==> src/rtl/game_ctrl.sv <==
// game_ctrl: move/spawn/clear sequencer for the 4x4 2048 tile board.
// Outputs are registered. move_ready, busy, game_over and ready_to_board are
// decoded from the next state so they line up with the state they describe;
// preset, moved and win come from decisions made in the current state and so
// appear one cycle after that decision.
module game_ctrl #(
   parameter int unsigned SETTLE_CYCLES = 6,
   parameter logic [15:0] LFSR_SEED     = 16'hACE1,
   parameter logic [3:0]  WIN_VALUE     = 4'd11
) (
   input  logic        clk,
   input  logic        rst,
   input  logic        new_game,
   input  logic        move_valid,
   input  logic [1:0]  move_dir,
   output logic        move_ready,
   input  logic [63:0] board_state,
   output logic [3:0]  ready_to_board,
   output logic        preset_ext,
   output logic [3:0]  preset_location,
   output logic [3:0]  value_from_preset,
   output logic        busy,
   output logic        moved,
   output logic        win,
   output logic        game_over
);

   localparam int unsigned CELLS = 16;
   localparam int unsigned CW    = 4;
   localparam int unsigned SW    = $clog2(SETTLE_CYCLES);

   typedef enum logic [2:0] {
      CLEAR, SPAWN, SPAWN_WAIT, CHECK, IDLE, MOVE, COMPARE, OVER
   } state_t;

   state_t        state, state_n;
   logic [3:0]    clr_cnt, clr_cnt_n;
   logic [1:0]    spawn_cnt, spawn_cnt_n;
   logic [SW-1:0] settle_cnt, settle_n;
   logic [15:0]   lfsr, lfsr_n;
   logic [3:0]    start, start_n;
   logic [3:0]    val, val_n;
   logic [3:0]    probe, probe_n;
   logic [63:0]   snapshot, snapshot_n;
   logic [1:0]    dir, dir_n;
   logic          win_n;
   logic          move_ready_n, busy_n, moved_n, game_over_n;
   logic [3:0]    ready_n;
   logic          preset_ext_n;
   logic [3:0]    preset_loc_n, preset_val_n;
   logic          spawn_entry;

   logic          any_zero, any_win, any_pair;
   logic [3:0]    probe_loc;
   logic [3:0]    probe_cell;

   // Spawn LFSR feedback: Fibonacci, taps 16,14,13,11
   assign lfsr_n = {lfsr[14:0], lfsr[15] ^ lfsr[13] ^ lfsr[12] ^ lfsr[10]};

   // Cell currently probed for an empty slot (wraps modulo 16)
   assign probe_loc  = start + probe;
   assign probe_cell = board_state[{probe_loc, 2'b00} +: CW];

   // Board status: empty cell present, win tile present, mergeable neighbours
   always_comb begin
      any_zero = 1'b0;
      any_win  = 1'b0;
      any_pair = 1'b0;
      for (int i = 0; i < 16; i++) begin
         if (board_state[CW*i +: CW] == 4'd0)      any_zero = 1'b1;
         if (board_state[CW*i +: CW] >= WIN_VALUE) any_win  = 1'b1;
      end
      for (int i = 0; i < 12; i++) begin
         if (board_state[CW*i +: CW] == board_state[CW*(i+4) +: CW]) any_pair = 1'b1;
      end
      for (int r = 0; r < 4; r++) begin
         for (int c = 0; c < 3; c++) begin
            if (board_state[CW*(4*r+c) +: CW] == board_state[CW*(4*r+c+1) +: CW])
               any_pair = 1'b1;
         end
      end
   end

   // Next-state, counter and output decode
   always_comb begin
      state_n      = state;
      clr_cnt_n    = clr_cnt;
      spawn_cnt_n  = spawn_cnt;
      settle_n     = settle_cnt;
      start_n      = start;
      val_n        = val;
      probe_n      = probe;
      snapshot_n   = snapshot;
      dir_n        = dir;
      win_n        = win;
      preset_ext_n = 1'b0;
      preset_loc_n = 4'd0;
      preset_val_n = 4'd0;
      moved_n      = 1'b0;
      spawn_entry  = 1'b0;

      case (state)
         CLEAR: begin
            preset_ext_n = 1'b1;
            preset_loc_n = clr_cnt;
            clr_cnt_n    = clr_cnt + 4'd1;
            if (clr_cnt == 4'(CELLS - 1)) begin
               spawn_cnt_n = 2'd0;
               spawn_entry = 1'b1;
               state_n     = SPAWN;
            end
         end
         SPAWN: begin
            // hold while the last clear write is still on the board port
            if (!preset_ext) begin
               if (probe_cell == 4'd0) begin
                  preset_ext_n = 1'b1;
                  preset_loc_n = probe_loc;
                  preset_val_n = val;
                  state_n      = SPAWN_WAIT;
               end else if (probe == 4'(CELLS - 1)) begin
                  state_n = CHECK;
               end else begin
                  probe_n = probe + 4'd1;
               end
            end
         end
         SPAWN_WAIT: begin
            spawn_cnt_n = spawn_cnt + 2'd1;
            if (spawn_cnt == 2'd0) begin
               spawn_entry = 1'b1;
               state_n     = SPAWN;
            end else begin
               state_n = CHECK;
            end
         end
         CHECK: begin
            if (any_win) win_n = 1'b1;
            state_n = (!any_zero && !any_pair) ? OVER : IDLE;
         end
         IDLE: begin
            if (new_game) begin
               clr_cnt_n = 4'd0;
               win_n     = 1'b0;
               state_n   = CLEAR;
            end else if (move_valid && move_ready) begin
               snapshot_n = board_state;
               dir_n      = move_dir;
               settle_n   = '0;
               state_n    = MOVE;
            end
         end
         MOVE: begin
            if (settle_cnt == SW'(SETTLE_CYCLES - 1)) state_n = COMPARE;
            else                                      settle_n = settle_cnt + SW'(1);
         end
         COMPARE: begin
            if (board_state != snapshot) begin
               moved_n     = 1'b1;
               spawn_cnt_n = 2'd1;
               spawn_entry = 1'b1;
               state_n     = SPAWN;
            end else begin
               state_n = IDLE;
            end
         end
         OVER: begin
            if (new_game) begin
               clr_cnt_n = 4'd0;
               win_n     = 1'b0;
               state_n   = CLEAR;
            end
         end
         default: state_n = CLEAR;
      endcase

      if (spawn_entry) begin
         start_n = lfsr[3:0];
         val_n   = (lfsr[7:4] == 4'd0) ? 4'd2 : 4'd1;
         probe_n = 4'd0;
      end

      move_ready_n = (state_n == IDLE);
      busy_n       = (state_n != IDLE) && (state_n != OVER);
      game_over_n  = (state_n == OVER);
      ready_n      = (state_n == MOVE) ? 4'(4'b0001 << dir_n) : 4'd0;
   end

   // State, datapath and output registers
   always_ff @(posedge clk) begin
      if (!rst) begin
         state             <= CLEAR;
         clr_cnt           <= 4'd0;
         spawn_cnt         <= 2'd0;
         settle_cnt        <= '0;
         lfsr              <= LFSR_SEED;
         start             <= 4'd0;
         val               <= 4'd0;
         probe             <= 4'd0;
         snapshot          <= 64'd0;
         dir               <= 2'd0;
         win               <= 1'b0;
         move_ready        <= 1'b0;
         busy              <= 1'b1;
         moved             <= 1'b0;
         game_over         <= 1'b0;
         ready_to_board    <= 4'd0;
         preset_ext        <= 1'b0;
         preset_location   <= 4'd0;
         value_from_preset <= 4'd0;
      end else begin
         state             <= state_n;
         clr_cnt           <= clr_cnt_n;
         spawn_cnt         <= spawn_cnt_n;
         settle_cnt        <= settle_n;
         lfsr              <= lfsr_n;
         start             <= start_n;
         val               <= val_n;
         probe             <= probe_n;
         snapshot          <= snapshot_n;
         dir               <= dir_n;
         win               <= win_n;
         move_ready        <= move_ready_n;
         busy              <= busy_n;
         moved             <= moved_n;
         game_over         <= game_over_n;
         ready_to_board    <= ready_n;
         preset_ext        <= preset_ext_n;
         preset_location   <= preset_loc_n;
         value_from_preset <= preset_val_n;
      end
   end

endmodule

==> config.mk <==
export PLATFORM = sky130hd
export DESIGN_NAME = game_ctrl
export DESIGN_NICKNAME = d
export VERILOG_FILES = /design/src/rtl/game_ctrl.sv
export SDC_FILE = /design/constraint.sdc
export NUM_CORES = 1
export LEC_CHECK = 0
export CAP_MARGIN = 40
export CORE_MARGIN = 1
export CORE_UTILIZATION = 51
export CTS_BUF_LIST = sky130_fd_sc_hd__clkbuf_16
export DETAILED_ROUTE_END_ITERATION = 6
export PLACE_DENSITY = 0.79
export SLEW_MARGIN = 10
export SYNTH_ARGS = -nofsm -noshare
export SYNTH_HDL_FRONTEND = slang
export SYNTH_SLANG_ARGS = --single-unit
export TNS_END_PERCENT = 50
==> constraint.sdc <==
create_clock -name clk -period 3.44 [get_ports clk]
set_clock_uncertainty 0.05 [all_clocks]
set_input_delay 1.032 -clock clk [delete_from_list [all_inputs] [get_ports clk]]
set_output_delay 1.032 -clock clk [all_outputs]
set_load 0.01 [all_outputs]
* Word-level counts from Yosys, hierarchy flattened
Cells that the tools add are included.
** Operators by class
- Add/sub/neg operators :: 5
- Magnitude comparators :: 16
- Eq/ne operators :: 47
- Shifts and indexed selects :: 2
- Muxes and demuxes :: 94
- Bitwise logic cells :: 9
- Reduce and logical (&&, ||, !) cells :: 40
** Operators by type and width (number)
- == test 4 bit :: 24
- zero test 4 bit :: 18
- >= comparator 4 bit, second input constant :: 16
- != test 64 bit :: 1
- indexed part select 64 x 7 -> 4 bit :: 1
- two-way mux 1 bit :: 63
- two-way mux 3 bit :: 12
- == test 3 bit, second input constant :: 8
- case mux 3 bit (8 select lines) :: 1
- two-way mux 2 bit :: 8
- case mux 4 bit (2 select lines) :: 2
- two-way mux 4 bit :: 3
- != test 2 bit, second input constant :: 6
- AND reduction 3 bit :: 3
- adder 4 x 1 -> 4 bit, second input constant :: 2
- == test 4 bit, second input constant :: 2
- AND reduction 4 bit :: 2
- == test 3 x 2 -> 1 bit, second input constant :: 2
- != test 3 bit, second input constant :: 2
- inverter 1 bit :: 6
- case mux 2 bit (3 select lines) :: 1
- case mux 3 bit (2 select lines) :: 1
- AND reduction 2 bit :: 3
- nonzero test 2 bit :: 3
- 16 further kinds :: 23
** Storage, ports and cells
- Register bits :: 124
- Bits of input ports :: 70
- Logic and storage cells :: 232

* Logic depth before layout (Yosys ltp)
Gate-level depths: netlist of the first run.
- Word-level depth :: 31
- Depth in mapped cells :: 12
- Mapped depth without buffers :: 11

* Worst setup path after synthesis of the first run
No wires, ideal clock.
- Path type :: register to register
- Start point :: register probe[0]
- End point :: register ready_to_board[1]
- Setup time :: 59 ps
- Arrival time :: 3211 ps
- Data required time :: 3331 ps
- Path slack :: 120 ps
- Cell stages (with the launch flop) :: 12
- Period minus slack after synthesis :: 3320 ps
- Cell sequence :: dfxtp_1 > ha_1 > inv_1 > fa_1 > xor2_2 > mux4_1 > mux2i_1 > nor2_1 > o31a_1 > a2111o_1 > nor3_2 > and3b_2
** Between the ends
- Word-level cells in the longest chain between the ends :: 8
- Elaborated cells between the ends (all ways) :: 10
- Those cells by class :: add/sub (1); eq/ne (2); shift (1); mux (4); reduce/logical (2)
** RTL lines
- start, declared :: RTL line 43 : logic [3:0] probe, probe_n;
- start signal, assigned :: RTL line 219 : probe <= probe_n;
- adder 4 bit :: RTL line 61 : assign probe_loc = start + probe;
- indexed part select 64 x 7 -> 4 bit :: RTL line 62 : assign probe_cell = board_state[{probe_loc, 2'b00} +: CW];
- zero test 4 bit :: RTL line 116 : if (probe_cell == 4'd0) begin
- two-way mux 3 bit (*) :: RTL line 116
- two-way mux 3 bit (*) :: RTL line 115 : if (!preset_ext) begin
- case mux 3 bit (8 select lines) (*) :: RTL line 102 : case (state)
- == test 3 bit (*) :: RTL line 186 : ready_n = (state_n == MOVE) ? 4'(4'b0001 << dir_n) : 4'd0;
- AND reduction 2 bit (no source line) (*)
- end signal, assigned :: RTL line 227 : ready_to_board <= ready_n;
- end, declared :: RTL line 18 : output logic [3:0] ready_to_board,
Every way passes the cells marked *; elsewhere a longest branch is shown, timed or not.
A chain may end at the register's enable or synchronous reset.

* Final worst setup path of the first run
- Start point :: input board_state[48]
- End point :: register ready_to_board[2]
** Between the ends
- Word-level cells in the longest chain between the ends :: 23
- Elaborated cells between the ends (all ways) :: 36
- Those cells by class :: eq/ne (4); shift (1); mux (25); reduce/logical (6)
** RTL lines
- start, declared :: RTL line 17 : input logic [63:0] board_state,
- == test 4 bit :: RTL line 74 : if (board_state[CW*i +: CW] == board_state[CW*(i+4) +: CW]) any_pair = 1'b1;
- two-way mux 1 bit (4 in a row) :: RTL line 74
- two-way mux 1 bit (12 in a row) :: RTL line 78 : if (board_state[CW*(4*r+c) +: CW] == board_state[CW*(4*r+c+1) +: CW])
- zero test 1 bit :: RTL line 139 : state_n = (!any_zero && !any_pair) ? OVER : IDLE;
- logical AND 1 bit :: RTL line 139
- two-way mux 2 bit :: RTL line 139
- case mux 3 bit (8 select lines) (*) :: RTL line 102
- == test 3 bit (*) :: RTL line 186
- AND reduction 2 bit (no source line) (*)
Marks and branches as above.

==> summary.md, run 1 <==
| Metric | Value |
|---|---|
| Final Setup Violations | `0` |
| Worst R2R Path Depth | `12` |
| Routability cong. | `0.996` |
| Met1 Routed Length | `8370 µm` |
| Clock Latency Late Sink | `0.44 ns` |
| Port buffer count | `85` |
| Data required, critical path | `3.75 ns` |
| LEAKAGE | `0.00356 µW` |
| Power after layout | `3840 µW` |
| Vias in the first global route | `6411` |
| Fin cells | `1219` |
| Gr usage total | `30.0%` |
| Largest net degree at the start of global routing | `66` |
| Critical Path, Cell by Cell | `clkdlybuf4s50_1 -> nor4_1 -> buf_4 -> mux4_2 -> mux2i_2 -> nor2_1 -> o31a_1 -> a2111o_1 -> nor3_4 -> and3b_2` |
| Synth Register Bits | `120` |
| Diode count | `0` |
| Wire length on met2 | `10500 µm` |
| R2r startpoint | `start[0]$_SDFFE_PN0P_` |
| Clock Sinks | `120` |
| Placed instance count | `1184` |
| Final min period | `3.41 ns` |
| Register area share after synthesis | `33.3%` |
| Fin. max-slew vios | `0` |
| RR Endpoint | `ready_to_board[2]$_SDFF_PN0_` |
| Die Y | `121 µm` |
| Worst setup SP type | `input pin` |
| DR WL met3 | `1970 µm` |
| Slowest Stage Delay on Critical Path | `0.57 ns` |
| Die Span X | `121 µm` |
| Sw frac | `27.0%` |
| Worst Hold Class | `reg -> reg` |
| Worst hold path depth | `1` |
| Initial DRC count | `909` |
| Drt pass-1 iters | `6` |
| Final nets | `1105` |
| Worst-path clk slew | `0.06 ns` |
| RSZ-0062 raised after global routing | `yes` |
| Post-CTS Hold Buffers | `0` |
| Crit share post-route | `99.1%` |
| Synth unique cells | `62` |
| WS Path Type | `in -> reg` |
| Max-slew headroom | `51.4%` |
| EDFF count, synth | `0` |
| Cells after Synth | `873` |
| Initial antenna violation count | `0` |
| Antenna violation net count after detailed routing | `0` |
| Clock power share | `47.6%` |
| Ys Warns | `0` |
| Area grow syn2layout | `33.0%` |
| Sequential Power Share | `36.9%` |
| Dominant synthesized flop cell | `dfxtp_1` |
| Final setup TNS | `0 ns` |
| Power density cells | `400 nW/µm²` |
| Clock tree buffer depth | `2` |
| Crit path buffers/inverters | `2` |
| Mean Syn Cell Area | `8.28 µm²` |
| First-pass GRT wire length | `32900 µm` |
| CP Max Fanout | `4` |
| Initial Util | `52.2%` |
| WL final | `22100 µm` |
| Final hold violations | `0` |
| Die area | `14600 µm²` |
| Vias | `7031` |
| Worst Tran Pin Value | `0.728 ns` |
| Cell Rows | `43` |
| CP max stage cell | `clkdlybuf4s50_1` |
| Share of layout cells above drive strength 1 | `21.3%` |
| Post-synth ARST share | `0%` |
| HP Start | `lfsr[14]$_SDFF_PN0_` |
| CTS tree | `built` |
| Crit. End Element | `flip-flop` |
| Hpwl dp | `15600 µm` |
| WL per Instance | `18.1 µm` |
| I/O Pins | `88` |
| P_sw | `1040 µW` |
| Combinational Power Share | `15.4%` |
| Status | `finished clean` |
| Critical Path AT | `3.72 ns` |
| Vias per cell | `5.77` |
| TritonCTS Buffers | `17` |
| Residual DRC | `0` |
| Max cap viols | `0` |
| Top sig layer | `met4` |
| Max Clk Rate | `0.293 GHz` |
| GRT overflow | `0` |
| Int Pwr | `2800 µW` |
| R2r setup slk | `0.08 ns` |
| Core area | `13800 µm²` |
| WHS Endpoint | `lfsr[15]$_SDFF_PN1_` |
| Max IR drop VDD | `358 µV` |
| Clock root cell | `clkbuf_16` |
| Mapped cell area | `7220 µm²` |
| Largest delay share family, worst path | `buffers and inverters` |
| H-tree Lvls | `4` |
==> repair_timing <==
item                       4_1_cts  5_1_grt
hold endpoints to repair         0        0
pin swaps                        3       10
setup endpoints to repair        8       26
setup buffers                    1        2
resized for setup                8       39
==> metal layers <==
| metal | global-route usage (%) | vias to the layer above |
|---|---|---|
| li1 | - | 3224 |
| met1 | 35.2 | 3243 |
| met2 | 49.6 | 440 |
| met3 | 5.92 | 124 |
| met4 | 20.0 | 0 |
| met5 | 0 | - |
==> stage by stage <==
| stage | hold WS [ns] | worst slack (ns) | utilization (%) | instance area [µm²] |
|---|---|---|---|---|
| 2_1_floorplan | 0.336 | 0.120 | - | 7230 |
| 3_3_place_gp | 0.341 | -0.478 | 63.6 | 8790 |
| 3_5_place_dp | 0.352 | -0.550 | 63.6 | 8790 |
| 4_1_cts | 0.366 | 0.00257 | 68.4 | 9450 |
| 5_1_grt | 0.394 | -0.0920 | 69.5 | 9610 |
| 6_report | 0.364 | 0.0306 | 69.5 | 9610 |
==> worst max path at each step <==
stage                                   end  slack, ns             startpoint  depth (start not counted)
2_1_floorplan  ready_to_board[1]$_SDFF_PP0_       0.12  probe[0]$_SDFFE_PP0P_                         11
3_3_place_gp   ready_to_board[0]$_SDFF_PP0_      -0.48        board_state[48]                         10
3_5_place_dp   ready_to_board[2]$_SDFF_PN0_      -0.55        board_state[35]                          9
4_1_cts                     busy$_SDFF_PN1_      0.003        board_state[35]                         11
5_1_grt                     busy$_SDFF_PN1_      -0.09        board_state[34]                         11
6_report       ready_to_board[2]$_SDFF_PN0_       0.03        board_state[48]                         10
==> power by group through the flow <==
stage          sequential, µW  combinational [µW]  clock, µW
4_1_cts                  1420                 567       1850
5_1_grt                  1420                 619       1910
3_5_place_dp             1450                 558          0
6_report                 1420                 594       1830
2_1_floorplan            1450                 330          0
3_3_place_gp             1450                 549          0
==> sequential cells by signal, indices dropped and copies added, names as in the netlist, 3 cells and up <==
name,flops
lfsr,16
state,3
snapshot,64
probe,4
ready_to_board,4
preset_location,4
start,4
clr_cnt,4
settle_cnt,3
==> synthesized netlist by cell type, types with 3 or more instances <==
| cell type | instances | share of area, % |
|---|---|---|
| xor2_1 | 20 | 2.4 |
| inv_1 | 18 | 0.94 |
| nor3b_1 | 3 | 0.31 |
| mux4_1 | 5 | 1.8 |
| dfxtp_1 | 120 | 33 |
| a22oi_1 | 3 | 0.31 |
| buf_2 | 31 | 2.1 |
| clkbuf_1 | 37 | 1.9 |
| and3_1 | 4 | 0.35 |
| a2111oi_0 | 3 | 0.36 |
| o22ai_1 | 4 | 0.35 |
| o21ai_0 | 5 | 0.35 |
| clkbuf_8 | 17 | 3.2 |
| a221oi_1 | 4 | 0.48 |
| a21oi_1 | 81 | 5.6 |
| buf_1 | 5 | 0.26 |
| nand2_1 | 140 | 7.3 |
| nand2b_1 | 8 | 0.69 |
| ha_1 | 8 | 1.4 |
| xnor2_1 | 152 | 18 |
| nand4_1 | 47 | 4.1 |
| and2_1 | 9 | 0.78 |
| a21o_1 | 10 | 1.0 |
| nor4_1 | 22 | 1.9 |
| mux2i_1 | 11 | 1.5 |
| nand3_1 | 3 | 0.21 |
| nor3_1 | 10 | 0.69 |
| nor2_1 | 51 | 2.6 |
==> worst register-to-register path: stages (launching register included) <==
cell and delay, ns:
dfxtp_2 0.35, ha_4 0.14, inv_2 0.04, fa_2 0.40
xor2_4 0.20, buf_6 0.15, mux4_2 0.53, mux2i_4 0.18
nor3_2 0.07, o31a_1 0.30, a2111o_1 0.45, nor3_4 0.22
and3b_2 0.20
==> cell families (layout without fill, tap and decap cells) <==
group / count (synthesis) / in the layout / share of synthesized area, %
fa+ha+maj: 9 / 9 / 1.66
buf+inv: 115 / 280 / 9.21
compound gates: 124 / 124 / 10.3
other cells: 1 / 2 / 0.0519
mux: 17 / 17 / 3.50
xor+xnor: 173 / 173 / 21.1
flops: 120 / 120 / 33.3
simple gates: 314 / 314 / 21.0
==> final cells by class <==
cell class	instances	area [µm²]
multi-input cells	639	4320
fillers	1022	4220
flip-flops and latches	120	2400
repair buffers	229	1980
clock buffers	17	425
well taps	180	225
clock inverters	15	181
inverters	19	71.3
==> layout by cell type, fill, tap and decap left out, types with 14 or more instances in the layout <==
cell and count:
clkdlybuf4s50_1 79, nand4_1 47, dfxtp_1 118, clkbuf_16 17, nand2_1 140, a21oi_1 81
xnor2_1 149, inv_1 17, buf_4 141, nor2_1 51, nor4_1 14, xor2_1 20
No activity file was read; power rests on OpenSTA's default activity.
==> run 2, diff against run 1 <==
--- a/config.mk
+++ b/config.mk
@@ -11,7 +11,7 @@
 export CTS_BUF_LIST = sky130_fd_sc_hd__clkbuf_16
 export DETAILED_ROUTE_END_ITERATION = 6
 export PLACE_DENSITY = 0.79
-export SLEW_MARGIN = 10
+export SLEW_MARGIN = 15
 export SYNTH_ARGS = -nofsm -noshare
 export SYNTH_HDL_FRONTEND = slang
 export SYNTH_SLANG_ARGS = --single-unit
==> results of run 2 <==
Final layout, timing and power as in run 1 (identical DEF).
==> run 3, diff against run 2 <==
--- a/config.mk
+++ b/config.mk
@@ -6,7 +6,6 @@
 export NUM_CORES = 1
 export LEC_CHECK = 0
 export CAP_MARGIN = 40
-export CORE_MARGIN = 1
 export CORE_UTILIZATION = 51
 export CTS_BUF_LIST = sky130_fd_sc_hd__clkbuf_16
 export DETAILED_ROUTE_END_ITERATION = 6
==> results of run 3 <==
Final layout, timing and power as in run 1 (identical DEF).
